`src/rtl/uart_tx.sv`:
```
// uart_tx: serial transmitter with show-ahead FIFO pop, LSB-first data and two stop bits
module uart_tx #(
  parameter int SIZE_DATA   = 8,
  parameter int OVER_SAMPLE = 16
) (
  input  logic                 i_clk,
  input  logic                 i_rst,
  input  logic                 i_stick,
  input  logic                 i_tx_en,
  input  logic                 i_fifo_empty,
  input  logic [SIZE_DATA-1:0] i_tx_data,
  output logic                 o_fifo_rd,
  output logic                 o_tx_data,
  output logic                 o_tx_busy,
  output logic                 o_tx_done
);
  localparam int CW = $clog2(OVER_SAMPLE) + 1;
  localparam int IW = $clog2(SIZE_DATA);
  typedef enum logic [2:0] {IDLE, START, TRANSMIT, STOP_I, STOP_II, DONE} state_t;
  state_t state, state_n;
  logic [CW-1:0] cnt, cnt_n;
  logic [IW-1:0] idx, idx_n;
  logic [SIZE_DATA-1:0] sh, sh_n;
  logic bit_end, tx_n;
  assign bit_end = i_stick && (cnt == CW'(OVER_SAMPLE - 1));
  assign o_tx_busy = state != IDLE;
  always_comb begin
    state_n = state;
    cnt_n = cnt;
    idx_n = idx;
    sh_n = sh;
    case (state)
      IDLE: if (i_tx_en && !i_fifo_empty) begin
        state_n = START;
        sh_n = i_tx_data;
        cnt_n = '0;
        idx_n = '0;
      end
      START: state_n = bit_end ? TRANSMIT : START;
      TRANSMIT: if (bit_end) begin
        idx_n = idx + 1'b1;
        state_n = (idx == IW'(SIZE_DATA - 1)) ? STOP_I : TRANSMIT;
      end
      STOP_I: state_n = bit_end ? STOP_II : STOP_I;
      STOP_II: state_n = bit_end ? DONE : STOP_II;
      DONE: state_n = IDLE;
      default: state_n = IDLE;
    endcase
    // ticks only advance the bit timer while a bit is actually on the line
    if (i_stick && (state == START || state == TRANSMIT || state == STOP_I || state == STOP_II))
      cnt_n = bit_end ? '0 : cnt + 1'b1;
    tx_n = (state_n == TRANSMIT) ? sh_n[idx_n] : (state_n != START);
  end
  always_ff @(posedge i_clk or posedge i_rst) begin
    if (i_rst) begin
      state <= IDLE;
      cnt <= '0;
      idx <= '0;
      sh <= '0;
      o_tx_data <= 1'b1;
      o_fifo_rd <= 1'b0;
      o_tx_done <= 1'b0;
    end else begin
      state <= state_n;
      cnt <= cnt_n;
      idx <= idx_n;
      sh <= sh_n;
      o_tx_data <= tx_n;
      o_fifo_rd <= (state == IDLE) && (state_n == START);
      o_tx_done <= state_n == DONE;
    end
  end
endmodule

```
`config.mk`:
```
export PLATFORM = sky130hd
export DESIGN_NAME = uart_tx
export DESIGN_NICKNAME = d
export VERILOG_FILES = /design/src/rtl/uart_tx.sv
export SDC_FILE = /design/constraint.sdc
export NUM_CORES = 1
export LEC_CHECK = 0
export ABC_CLOCK_PERIOD_IN_PS = 2530
export CAP_MARGIN = 20
export CORE_ASPECT_RATIO = 1.25
export CORE_MARGIN = 1
export CORE_UTILIZATION = 40
export CTS_BUF_LIST = sky130_fd_sc_hd__clkbuf_8
export CTS_CLUSTER_DIAMETER = 100
export DETAILED_ROUTE_END_ITERATION = 10
export PLACE_DENSITY = 0.7
export SLEW_MARGIN = 10
export SYNTH_ARGS = -nofsm -noshare
export SYNTH_HDL_FRONTEND = slang
export SYNTH_SLANG_ARGS = --single-unit
```
`constraint.sdc`:
```
create_clock -name i_clk -period 2.53 [get_ports i_clk]
set_input_delay 0.6325 -clock i_clk [delete_from_list [all_inputs] [get_ports i_clk]]
set_output_delay 0.6325 -clock i_clk [all_outputs]
set_load 0.02 [all_outputs]
```
* Word-level counts from Yosys, hierarchy flattened
Index checks and enable logic that the tools add are counted.
** Operators by class
- Add/subtract/negate cells :: 2
- Order comparisons :: 1
- Equal/unequal tests :: 10
- Mux-type cells :: 19
- Reduce and logical (&&, ||, !) cells :: 13
** Operators by type and width (count)
- 5-bit two-way mux :: 4
- 8-bit two-way mux :: 2
- 3-bit two-way mux :: 5
- 3-bit case mux with 5 select lines :: 1
- 3-bit by 2-bit == test with 1-bit output (second input constant) :: 3
- 3-bit == test (second input constant) :: 3
- 3-bit by 1-bit == test with 1-bit output (second input constant) :: 2
- 3-bit case mux with 2 select lines :: 1
- 5-bit by 1-bit adder with 5-bit output (second input constant) :: 1
- 5-bit by 4-bit == test with 1-bit output (second input constant) :: 1
- 1-bit logical AND :: 4
- 3-bit by 4-bit less-than comparator with 1-bit output (second input constant) :: 1
- 1-bit two-way mux :: 4
- 2-bit nonzero test :: 2
- 3-bit by 1-bit adder with 3-bit output (second input constant) :: 1
- 1-bit binary-select mux with 3-bit select :: 1
- 3-bit zero test :: 1
- 1-bit logical OR :: 3
- 3-bit by 1-bit inequality test with 1-bit output (second input constant) :: 1
- 3-bit nonzero test :: 1
- 2-bit two-way mux :: 1
- 2-bit AND reduction :: 1
- 1-bit zero test :: 1
** Storage, ports and cells
- Register bits :: 22

* Logic depth before layout (Yosys ltp)
Gate-level depths: netlist (run 1).
- Depth after elaboration :: 7
- Depth in mapped cells :: 8

* Worst setup path before layout (run 1)
OpenSTA, ideal clock, no wires.
- Path type :: register to register
- From :: register cnt[0]
- To :: register o_tx_data
- Setup time :: 0.077 ns
- Arrival :: 1.910 ns
- Required time :: 2.453 ns
- Setup slack :: 0.543 ns
- Cell stages (with the launch flop) :: 9
- Buffers on the path :: 1
- Cell sequence :: dfrtp_1 ha_1 and4b_1 clkbuf_8 and3b_2 a31oi_2 inv_2 or3_1 a31oi_1
** Between the ends
- Word-level cells in the longest chain between the ends :: 7
- Elaborated cells between the ends (all ways) :: 14
- Those cells by class :: eq/ne: 3; mux: 10; reduce/logical: 1
** Ends and longest elaborated chain
- from (decl) :: line 21 : logic [CW-1:0] cnt, cnt_n;
- from (signal assigned) :: line 65 : cnt <= cnt_n;
- 5-bit by 4-bit == test with 1-bit output :: line 25 : assign bit_end = i_stick && (cnt == CW'(OVER_SAMPLE - 1));
- 1-bit logical AND :: line 25
- 3-bit two-way mux :: line 40 : TRANSMIT: if (bit_end) begin
- 3-bit case mux with 2 select lines :: line 32 : case (state)
- via idx_n[0] :: line 22 : logic [IW-1:0] idx, idx_n;
- 1-bit binary-select mux with 3-bit select :: line 52 : tx_n = (state_n == TRANSMIT) ? sh_n[idx_n] : (state_n != START);
- 1-bit two-way mux (implied by the code) :: line 52
- 1-bit two-way mux :: line 52
- via tx_n :: line 24 : logic bit_end, tx_n;
- to (signal assigned) :: line 68 : o_tx_data <= tx_n;
- to (decl) :: line 13 : output logic o_tx_data,
The timed path passes the listed nets, and every way through them passes these cells. The select of a mux whose other input is x is not followed.
A chain may end at the register's enable or synchronous reset.

* Worst setup path in the final report (run 1)
- From :: register state[2]
- To :: output o_tx_busy
** Between the ends
- Word-level cells in the longest chain between the ends :: 1
** Ends and longest elaborated chain
- from (decl) :: line 20 : state_t state, state_n;
- from (signal assigned) :: line 64 : state <= state_n;
- 3-bit nonzero test :: line 26 : assign o_tx_busy = state != IDLE;
- to (decl) :: line 14 : output logic o_tx_busy,
Every way passes these cells.

==> run summary, run 1 <==
Hold_sp -> sh[7]
Cell Chain, Critical Path -> nor3_4, inv_1, clkdlybuf4s50_1
WP data arrival -> 1.68 ns
Initial DRC count -> 15
Initial Utilization -> 0.4295
Final WL -> 2236 um
Total track usage -> 0.1603
Clock Path Buffers -> 2
# nets final -> 149
CTS tree -> yes
First-pass GRT wire length -> 3857 um
First drt pass iteration count -> 4
Register area share after synthesis -> 0.4701
Core box area -> 2733 um2
Vias -> 870
Die ar. -> 3156 um2
Ys flop type -> dfrtp_1
Setup Skew -> 0.001048 ns
Seq cells post-synth -> 22
Clock root buffer -> clkbuf_8
Clk_lat worst skew -> 0.26 ns
Post-cts resize count -> 0
Slew @ Worst Pin -> 0.3897 ns
Clock transition at the registers of the reported paths -> 0.08 ns
Relative slew margins -> 0.7400
Most common cell after layout, fill and taps aside -> dfrtp_1
DR vias/cell -> 5.241
Hold path endpoint -> sh[7]
Post-CTS setup buffer count -> 0
H-tree depth -> 1
Area grow syn2layout -> 24.41%
Cells after Synth -> 109
Minimum clock period -> 2.315 ns
CP bufs+invs -> 2
IO Port Bufs -> 16
Worst stage delay on the critical path -> 0.54 ns
Post-synth ARST share -> 1.000
CP top delay family -> buffers and inverters
Hold buffer count at CTS -> 0
P per Cell Area -> 852.9 nW/um2
Type of origin of the critical path -> flip-flop
Syn Area/Cell -> 10.77 um2
CP max FO -> 9
FMAX -> 431.9 MHz
Max cap viols -> 0
# rows -> 21
Hold Path Cell Cnt -> 2
Vias in the first global route -> 918
Largest net degree at the start of global routing -> 23
Die Wd -> 50.45 um
Worst reg-to-reg setup slack -> 0.26 ns
Placer Congestion -> 0.7633
Design Area, Final -> 1460 um2
CP required -> 1.90 ns
TritonCTS Buffers -> 3
HP Class -> flip-flop to flip-flop
RSZ-0062 raised after global routing -> no
Mapped cell area -> 1174 um2
Slew Viols, Final -> 0
Status -> complete, no violations
Share of cells above drive strength 1 -> 0.2045
WS Path Type -> flip-flop to output port
Synth top area share -> 0.4478
Final setup viols -> 0
Top cell type by total area after synthesis -> dfrtp_1
Post-DP Area -> 1389 um2
Antenna diode count -> 0
Most frequent cells in the layout -> dfrtp_1 (21), clkdlybuf4s50_1 (16), nand2_1 (12)
Routed Antenna Nets -> 0
Post-synth cell types -> 42
Hold Violations, Final -> 0
DRC -> 0
Cell at the slowest stage of the critical path -> clkdlybuf4s50_1
Detailed Place HPWL -> 1704 um
Synth Net Count -> 125
EDFF count, synth -> 0
I/O pin total -> 17
Post-DR wirelength/cell -> 13.47 um
Antenna violations before repair -> 0
CTS Sinks -> 22
Crit path capture type -> output port
Reg2reg start -> cnt[0]
Final worst-path cycle share -> 0.9151
Peak supply drop -> 0.4623 mV
Final core occ -> 0.5343
Pleak -> 0.0006761 uW
Synth top area cells -> dfrtp_1 (45%), mux2_2 (3.8%), nand2_1 (3.8%)
R2R cell count -> 7
Die Ht -> 62.56 um
Synth warn -> 0
Critical R2R Capture -> o_tx_data
Total grt overflow -> 0
## cells by family (layout without fill, tap and decap cells)
group / count (synthesis) / after routing / share of synthesized area
compound gates: 22 / 22 / 0.1279
fa+ha+maj: 3 / 3 / 0.03199
buf+inv: 11 / 34 / 0.05436
flops: 22 / 22 / 0.4701
mux: 10 / 10 / 0.1066
simple gates: 41 / 41 / 0.2090
## tightest hold or removal path: cells and delay by family (launching register included)
kind / cells / cell delay (ns)
simple gates: 2 / 0.12
flops: 1 / 0.35
## how the worst max path moves through the flow
stage                  start        end  cells past startpoint
CTS                 state[2]  o_tx_busy                      3
global route         i_tx_en  o_tx_data                      9
detailed placement   i_tx_en  o_tx_data                      9
global placement     i_tx_en  o_tx_data                      9
floorplan             cnt[0]  o_tx_data                      8
finish              state[2]  o_tx_busy                      3
## power breakdown
group          internal (uW)  switching [uW]  leakage [uW]
combinational            190             191      0.000359
sequential               466            72.5      0.000281
clock                    211             115     0.0000357
total                    868             378      0.000676
## synthesized netlist by cell type, types with 2 or more instances
| cell type | count |
|---|---|
| nor2_1 | 4 |
| dfrtp_1 | 21 |
| nand4_1 | 3 |
| inv_1 | 6 |
| ha_1 | 3 |
| mux2_1 | 2 |
| or3_1 | 3 |
| nand2_1 | 12 |
| mux2i_1 | 2 |
| o21ai_0 | 5 |
| nand3_1 | 6 |
| o31ai_1 | 4 |
| a21oi_1 | 4 |
| mux2_2 | 4 |
| nor3b_1 | 2 |
| a31oi_1 | 2 |
## metal layers
| layer | up-vias | global-route usage | part of all wire |
|---|---|---|---|
| met4 | 0 | 0.08333 | 0.021 |
| met5 | - | 0 | 0 |
| li1 | 432 | - | - |
| met1 | 419 | 0.1837 | 0.44 |
| met3 | 5 | 0.03406 | 0.029 |
| met2 | 14 | 0.2733 | 0.51 |
## per-stage QoR
step,cells,hold slack (ns),total power (uW),setup slack (ns),TNS (ns)
after global placement,162,0.4708,906.7,0.03418,0
after detailed placement,162,0.4790,931.7,-0.02823,-0.02823
after floorplan,109,0.4381,807.7,0.5427,0
after CTS,166,0.4983,1262,0.1955,0
after global routing,166,0.5209,1328,0.06911,0
final,166,0.4966,1245,0.2148,0
## registers in the layout, summed over array words and instances (netlist names)
signal,count
o_tx_done,1
idx,3
sh,8
cnt,5
o_fifo_rd,1
o_tx_data,1
state,3
## layout make-up
class	count	area [um2]
Sequential cell	22	551.8
Clock buffer	3	41.29
Fill cell	263	1272
Timing Repair Buffer	22	205.2
Inverter	8	31.28
Multi-Input combinational cell	76	558.0
Clock inverter	1	30.03
Tap cell	34	42.54
Note: power is estimated with default switching activity, not from simulation.
==> inputs of run 2 (changes only) <==
- MAX_ROUTING_LAYER: not set -> met4
==> run summary, run 2 (same netlist as run 1, synthesis figures left out) <==
Status -> complete, no violations
Relative slew margins -> 0.7400
Sw frac -> 0.3030
Cell Chain, Critical Path -> nor3_4, inv_1, clkdlybuf4s50_1
P per Cell Area -> 852.5 nW/um2
Max reg flops -> 8
Slew @ Worst Pin -> 0.3897 ns
Sum Neg Setup Slack -> 0 ns
H-tree depth -> 1
Minimum clock period -> 2.315 ns
Register area -> 551.8 um2
Most common cell after layout, fill and taps aside -> dfrtp_1
Routed Antenna Nets -> 0
Clock share of power -> 0.262
Post-cts resize count -> 0
Initial DRC count -> 15
TritonCTS Buffers -> 3
Vias -> 870
Antenna diode count -> 0
Type of origin of the critical path -> flip-flop
CP max FO -> 9
Most frequent cells in the layout -> dfrtp_1 (21), clkdlybuf4s50_1 (16), nand2_1 (12)
Slew Viols, Final -> 0
Clk_lat worst skew -> 0.26 ns
Placer Congestion -> 0.7734
Area grow syn2layout -> 24.41%
Hold Violations, Final -> 0
Final worst-path cycle share -> 0.9151
WS Path Type -> flip-flop to output port
Largest regs -> sh x8, cnt x5
Peak supply drop -> 0.4623 mV
Total grt overflow -> 0
Clock transition at the registers of the reported paths -> 0.08 ns
Setup Skew -> 0.001109 ns
Final WL -> 2229 um
FMAX -> 431.9 MHz
Max cap viols -> 0
Largest net degree at the start of global routing -> 23
Die ar. -> 3156 um2
DR vias/cell -> 5.241
# rows -> 21
Clock Path Buffers -> 2
# nets final -> 149
CTS Sinks -> 22
Net Switching -> 377.2 uW
Share of cells above drive strength 1 -> 0.2045
Post-CTS setup buffer count -> 0
IO Port Bufs -> 16
Vias in the first global route -> 920
Filler cells -> 263
Total track usage -> 0.1648
Initial Utilization -> 0.4295
Combinational fraction of design power -> 0.306
Clock root buffer -> clkbuf_8
Pleak -> 0.0006761 uW
First drt pass iteration count -> 4
I/O pin total -> 17
Cell at the slowest stage of the critical path -> clkdlybuf4s50_1
Largest reg by FF count -> sh
Final setup viols -> 0
DRC -> 0
RSZ-0062 raised after global routing -> no
Post-DR wirelength/cell -> 13.43 um
Die Wd -> 50.45 um
Seq pwr share -> 0.432
HP Class -> flip-flop to flip-flop
Multi-input combinational cell area -> 558.0 um2
Crit path capture type -> output port
Core box area -> 2733 um2
Detailed Place HPWL -> 1704 um
Worst stage delay on the critical path -> 0.54 ns
WP data arrival -> 1.68 ns
Antenna violations before repair -> 0
Internal power consumption -> 867.6 uW
CTS tree -> yes
Final core occ -> 0.5343
CP required -> 1.90 ns
Hold buffer count at CTS -> 0
First-pass GRT wire length -> 3864 um
Die Ht -> 62.56 um
==> run 2: critical path: cells and delay by family (launching register included) <==
family | cells | cell delay (ns)
buffers and inverters | 2 | 0.64
DFF | 1 | 0.49
and+or+nand+nor | 1 | 0.29
==> run 2: area by class of cell <==
type	count	area share
Multi-Input combinational cell	76	0.3822
Sequential cell	22	0.3779
Timing Repair Buffer	22	0.1405
Tap cell	34	0.02913
Clock buffer	3	0.02828
Inverter	8	0.02142
Clock inverter	1	0.02057
==> run 2: layer usage <==
metal | track usage | wire length (um) | vias to the layer above
li1 | - | - | 433
met1 | 0.1837 | 984 | 418
met2 | 0.2733 | 1133 | 14
met3 | 0.03406 | 65 | 5
met4 | 0.08333 | 46 | 0
met5 | - | 0 | -
==> run 2: path summary, 6_finish.rpt <==
path	to	cells after the start	slack (ns)	startpoint
min in group asynchronous	sh[4]	3	0.70	i_rst
setup / recovery	o_tx_busy	3	0.21	state[2]
max in group asynchronous	o_tx_data	3	1.55	i_rst
setup reg to reg	o_tx_data	7	0.26	cnt[0]
hold / removal	sh[7]	2	0.50	sh[7]
hold reg to reg	sh[7]	2	0.50	sh[7]
==> run 2: power by group through the flow <==
stage,logic (uW),registers (uW),clock network [uW]
2_1_floorplan,283,525,0
3_3_place_gp,368,539,0
3_5_place_dp,386,546,0
4_1_cts,389,538,335
5_1_grt,425,554,349
6_report,380,538,326
==> run 2: metrics by stage <==
| stage | hold slack [ns] | power [uW] | instances | setup WS [ns] | cell area (um2) |
|---|---|---|---|---|---|
| floorplan | 0.4381 | 807.7 | 109 | 0.5427 | 1174 |
| global placement | 0.4708 | 906.7 | 162 | 0.03418 | 1389 |
| detailed placement | 0.4790 | 931.7 | 162 | -0.02823 | 1389 |
| CTS | 0.4983 | 1262 | 166 | 0.1955 | 1460 |
| global route | 0.5209 | 1328 | 166 | 0.06911 | 1460 |
| finish | 0.4966 | 1245 | 166 | 0.2148 | 1460 |
==> inputs of run 3 (changes only) <==
- CORE_UTILIZATION: 40 -> 35
- HOLD_SLACK_MARGIN: not set -> 0.15
- PLACE_DENSITY: 0.7 -> 0.63
==> run summary, run 3 (same netlist as run 1, synthesis figures left out) <==
CP required -> 1.90 ns
# nets final -> 146
Status -> complete, no violations
Most common cell after layout, fill and taps aside -> dfrtp_1
Post-DR wirelength/cell -> 13.28 um
Vias in the first global route -> 848
Type of origin of the critical path -> flip-flop
Core box area -> 3194 um2
WS Path Type -> flip-flop to output port
Max cap viols -> 0
FMAX -> 429.9 MHz
Hold_sp -> sh[3]
Peak supply drop -> 0.3646 mV
Total track usage -> 0.1476
Largest reg by FF count -> sh
DP Worst Slack -> -0.07980 ns
Met1 GRT Util -> 0.1835
Final worst-path cycle share -> 0.9195
Minimum clock period -> 2.326 ns
Total grt overflow -> 0
Grt met3 use -> 0.02055
Final WL -> 2205 um
Share of cells above drive strength 1 -> 0.1860
Die ar. -> 3590 um2
# rows -> 23
Antenna violations before repair -> 0
Hold Violations, Final -> 0
Hold Slack -> 0.4777 ns
Post-cts resize count -> 0
DR vias/cell -> 5.259
RSZ-0062 raised after global routing -> no
Die Wd -> 53.80 um
Clock root buffer -> clkbuf_8
First drt pass iteration count -> 4
Total Power -> 1163 uW
TritonCTS Buffers -> 3
Crit path capture type -> output port
Setup Skew -> 0.002599 ns
Global Route met2 Usage -> 0.2361
I/O pin total -> 17
Slew Viols, Final -> 0
HP Class -> flip-flop to flip-flop
Initial DRC count -> 20
Detailed Place HPWL -> 1672 um
Slew @ Worst Pin -> 0.3563 ns
Most frequent cells in the layout -> dfrtp_1 (21), clkdlybuf4s50_1 (16), nand2_1 (12)
Max reg flops -> 8
Post-CTS setup buffer count -> 0
CTS tree -> yes
Sum Neg Setup Slack -> 0 ns
Antenna diode count -> 0
Clock Path Buffers -> 2
Final core occ -> 0.4461
Crit path launch -> state[2]
Hold buffer count at CTS -> 0
Final WS setup -> 0.2037 ns
Initial Utilization -> 0.3674
Die Ht -> 66.74 um
Relative slew margins -> 0.7623
Routed Antenna Nets -> 0
Largest net degree at the start of global routing -> 23
Pleak -> 0.0006542 uW
Reg2reg start -> cnt[0]
First-pass GRT wire length -> 3739 um
Filler cells -> 313
Area grow syn2layout -> 21.43%
IO Port Bufs -> 16
Clock transition at the registers of the reported paths -> 0.08 ns
CTS Sinks -> 22
H-tree depth -> 1
Final setup viols -> 0
Clk_lat worst skew -> 0.26 ns
DRC -> 0
Placer Congestion -> 0.7358
Largest regs -> sh x8, cnt x5
P per Cell Area -> 816.0 nW/um2
GRT Max-Usage Layer -> met2
Vias -> 873
WP data arrival -> 1.69 ns
CP max FO -> 9
run 3: where the power goes:
| part | total, uW | switching [uW] | internal, uW |
|---|---|---|---|
| Sequential | 540 | 73.4 | 466 |
| Clock | 253 | 114 | 139 |
| Combinational | 370 | 185 | 185 |
| Total | 1160 | 372 | 791 |
run 3: worst paths after layout:
check	depth (start not counted)	to	slack [ns]
setup reg to reg	7	o_tx_data	0.30
hold / removal	2	sh[3]	0.48
hold reg to reg	2	sh[3]	0.48
setup / recovery	3	o_tx_busy	0.20
min in group asynchronous	3	sh[3]	0.70
max in group asynchronous	3	o_tx_data	1.56
run 3: through the flow:
step,area (um2),std cells
floorplan,1174,109
finish,1425,166
global route,1425,166
CTS,1425,166
detailed placement,1370,162
global placement,1370,162
run 3: worst max-delay path: stages, from the launching register on:
cell and delay (ns):
dfrtp_1 0.49, nor3_4 0.29, inv_1 0.10, clkdlybuf4s50_1 0.55
run 3: cell type report:
| type | instances | area, um2 | area share |
|---|---|---|---|
| timing repair buffer | 19 | 182.7 | 0.1282 |
| inverter | 8 | 31.28 | 0.02195 |
| tap | 37 | 46.29 | 0.03248 |
| clock buffer | 4 | 55.05 | 0.03863 |
| sequential | 22 | 551.8 | 0.3872 |
| multi-input combinational | 76 | 558.0 | 0.3916 |
run 3: layer usage:
metal | wire (um) | part of all wire
met1 | 1001 | 0.45
met2 | 1115 | 0.51
met3 | 60 | 0.027
met4 | 27 | 0.012
met5 | 0 | 0
==> RTL change, RTL diff (settings of run 2) <==
Encoding of `state_t`: now one-hot (6 bits for 6 states).
--- a/src/rtl/uart_tx.sv
+++ b/src/rtl/uart_tx.sv
@@ -16,7 +16,7 @@
 );
   localparam int CW = $clog2(OVER_SAMPLE) + 1;
   localparam int IW = $clog2(SIZE_DATA);
-  typedef enum logic [2:0] {IDLE, START, TRANSMIT, STOP_I, STOP_II, DONE} state_t;
+  typedef enum logic [5:0] {IDLE = 6'b000001, START = 6'b000010, TRANSMIT = 6'b000100, STOP_I = 6'b001000, STOP_II = 6'b010000, DONE = 6'b100000} state_t;
   state_t state, state_n;
   logic [CW-1:0] cnt, cnt_n;
   logic [IW-1:0] idx, idx_n;
Check against the original RTL: same outputs for any inputs over 10 cycles, from zero or initial values and one cycle with i_rst high; not proved beyond that.
==> RTL change against run 2 <==
  * Cell area increased by 10%
  * Hold slack worse by 10 ps
  * Wire length grew 16%
  * Non-clock buffer count down 2
  * Area after synthesis increased by 15%
  * Setup slack got worse by 41 ps
  * Utilization shrank 3.0 points
  * Sequential cell count is 3 higher
  * Sequential share of layout area up 1.2 points
  * First-iteration DRC count decreased by 6.7%
Power is not compared: it rests on default switching activity, and its combinational part moved more than twofold at a synthesized area within 25%.
==> RTL change: results (changes against run 2) <==
Synth Area in XOR/XNOR = 0.006506 (was 0)
DP Wirelength = 1985 microns (was 1704 microns)
skew final = 5.029 ps (was 1.109 ps)
hold_sp = cnt[4]$_DFFE_PP0P_ (was sh[7]$_DFF_PP0_)
Critical Path AT = 1720 ps (was 1680 ps)
number of distinct library cells after synthesis = 40 (was 42)
M1 WL = 1063 microns (was 984 microns)
Slew @ Worst Pin = 451.5 ps (was 389.7 ps)
vias in the first global route = 1044 (was 920)
crit path max fanout = 4 (was 9)
placer congestion estimate = 0.7624 (was 0.7734)
initial drt markers = 14 (was 15)
Adder-Cell Fraction of Synth Area = 0.02788 (was 0.03198)
Total Wirelength = 2578 microns (was 2229 microns)
Post-CTS Setup Bufs = 1 (was 0)
global-route wire length before repair = 4540 microns (was 3864 microns)
Hold EP = cnt[4]$_DFFE_PP0P_ (was sh[7]$_DFF_PP0_)
worst hold slack = 486.5 ps (was 496.6 ps)
Seq/Total Area, Yosys = 0.4665 (was 0.4701)
hold depth = 1 (was 2)
DR WL met3 = 64 microns (was 65 microns)
mux share of post-synthesis cell area = 0.1134 (was 0.1066)
status = complete, no violations (unchanged)
post-synth net total = 140 (was 125)
largest net degree at the start of global routing = 26 (was 23)
complex-gate fraction of the synthesized area = 0.1292 (was 0.1279)
met2 usage = 0.3009 (was 0.2733)
synth top area cells = dfrtp_1 (43%), dfstp_2 (3.9%), nor4b_4 (3.5%) (was dfrtp_1 (45%), mux2_2 (3.8%), nand2_1 (3.8%))
Placed Instance Area = 0.001554 sq mm (was 0.001389 sq mm)
## RTL change: cell types whose count changed after synthesis, sizes merged, moves of 3 or more
cell	delta
nor2	+5
nand3	-3
inv	+5
or3	-3
## RTL change: worst max-delay path by stage
stage | endpoint | slack (ps) | cells past startpoint
floorplan | o_tx_data$_DFF_PP1_ | 540 | 7
global placement | o_tx_data$_DFF_PP1_ | 20 | 7
detailed placement | o_tx_data$_DFF_PP1_ | -30 | 7
CTS | o_tx_busy | 150 | 3
global route | o_tx_busy | 70 | 3
finish | o_tx_busy | 170 | 3
## RTL change: critical path, stage by stage (launching register included)
cell	delay [ps]
dfstp_2	590
nor4b_4	240
nand2_1	80
clkdlybuf4s50_1	540
## RTL change: cell type report
class	instances	area (sq um)
Fill cell	298	1583
Multi-Input combinational cell	84	651.9
Sequential cell	25	628.1
Timing Repair Buffer	20	190.2
Tap cell	37	46.29
Inverter	12	45.04
Clock buffer	3	41.29
Clock inverter	1	8.758
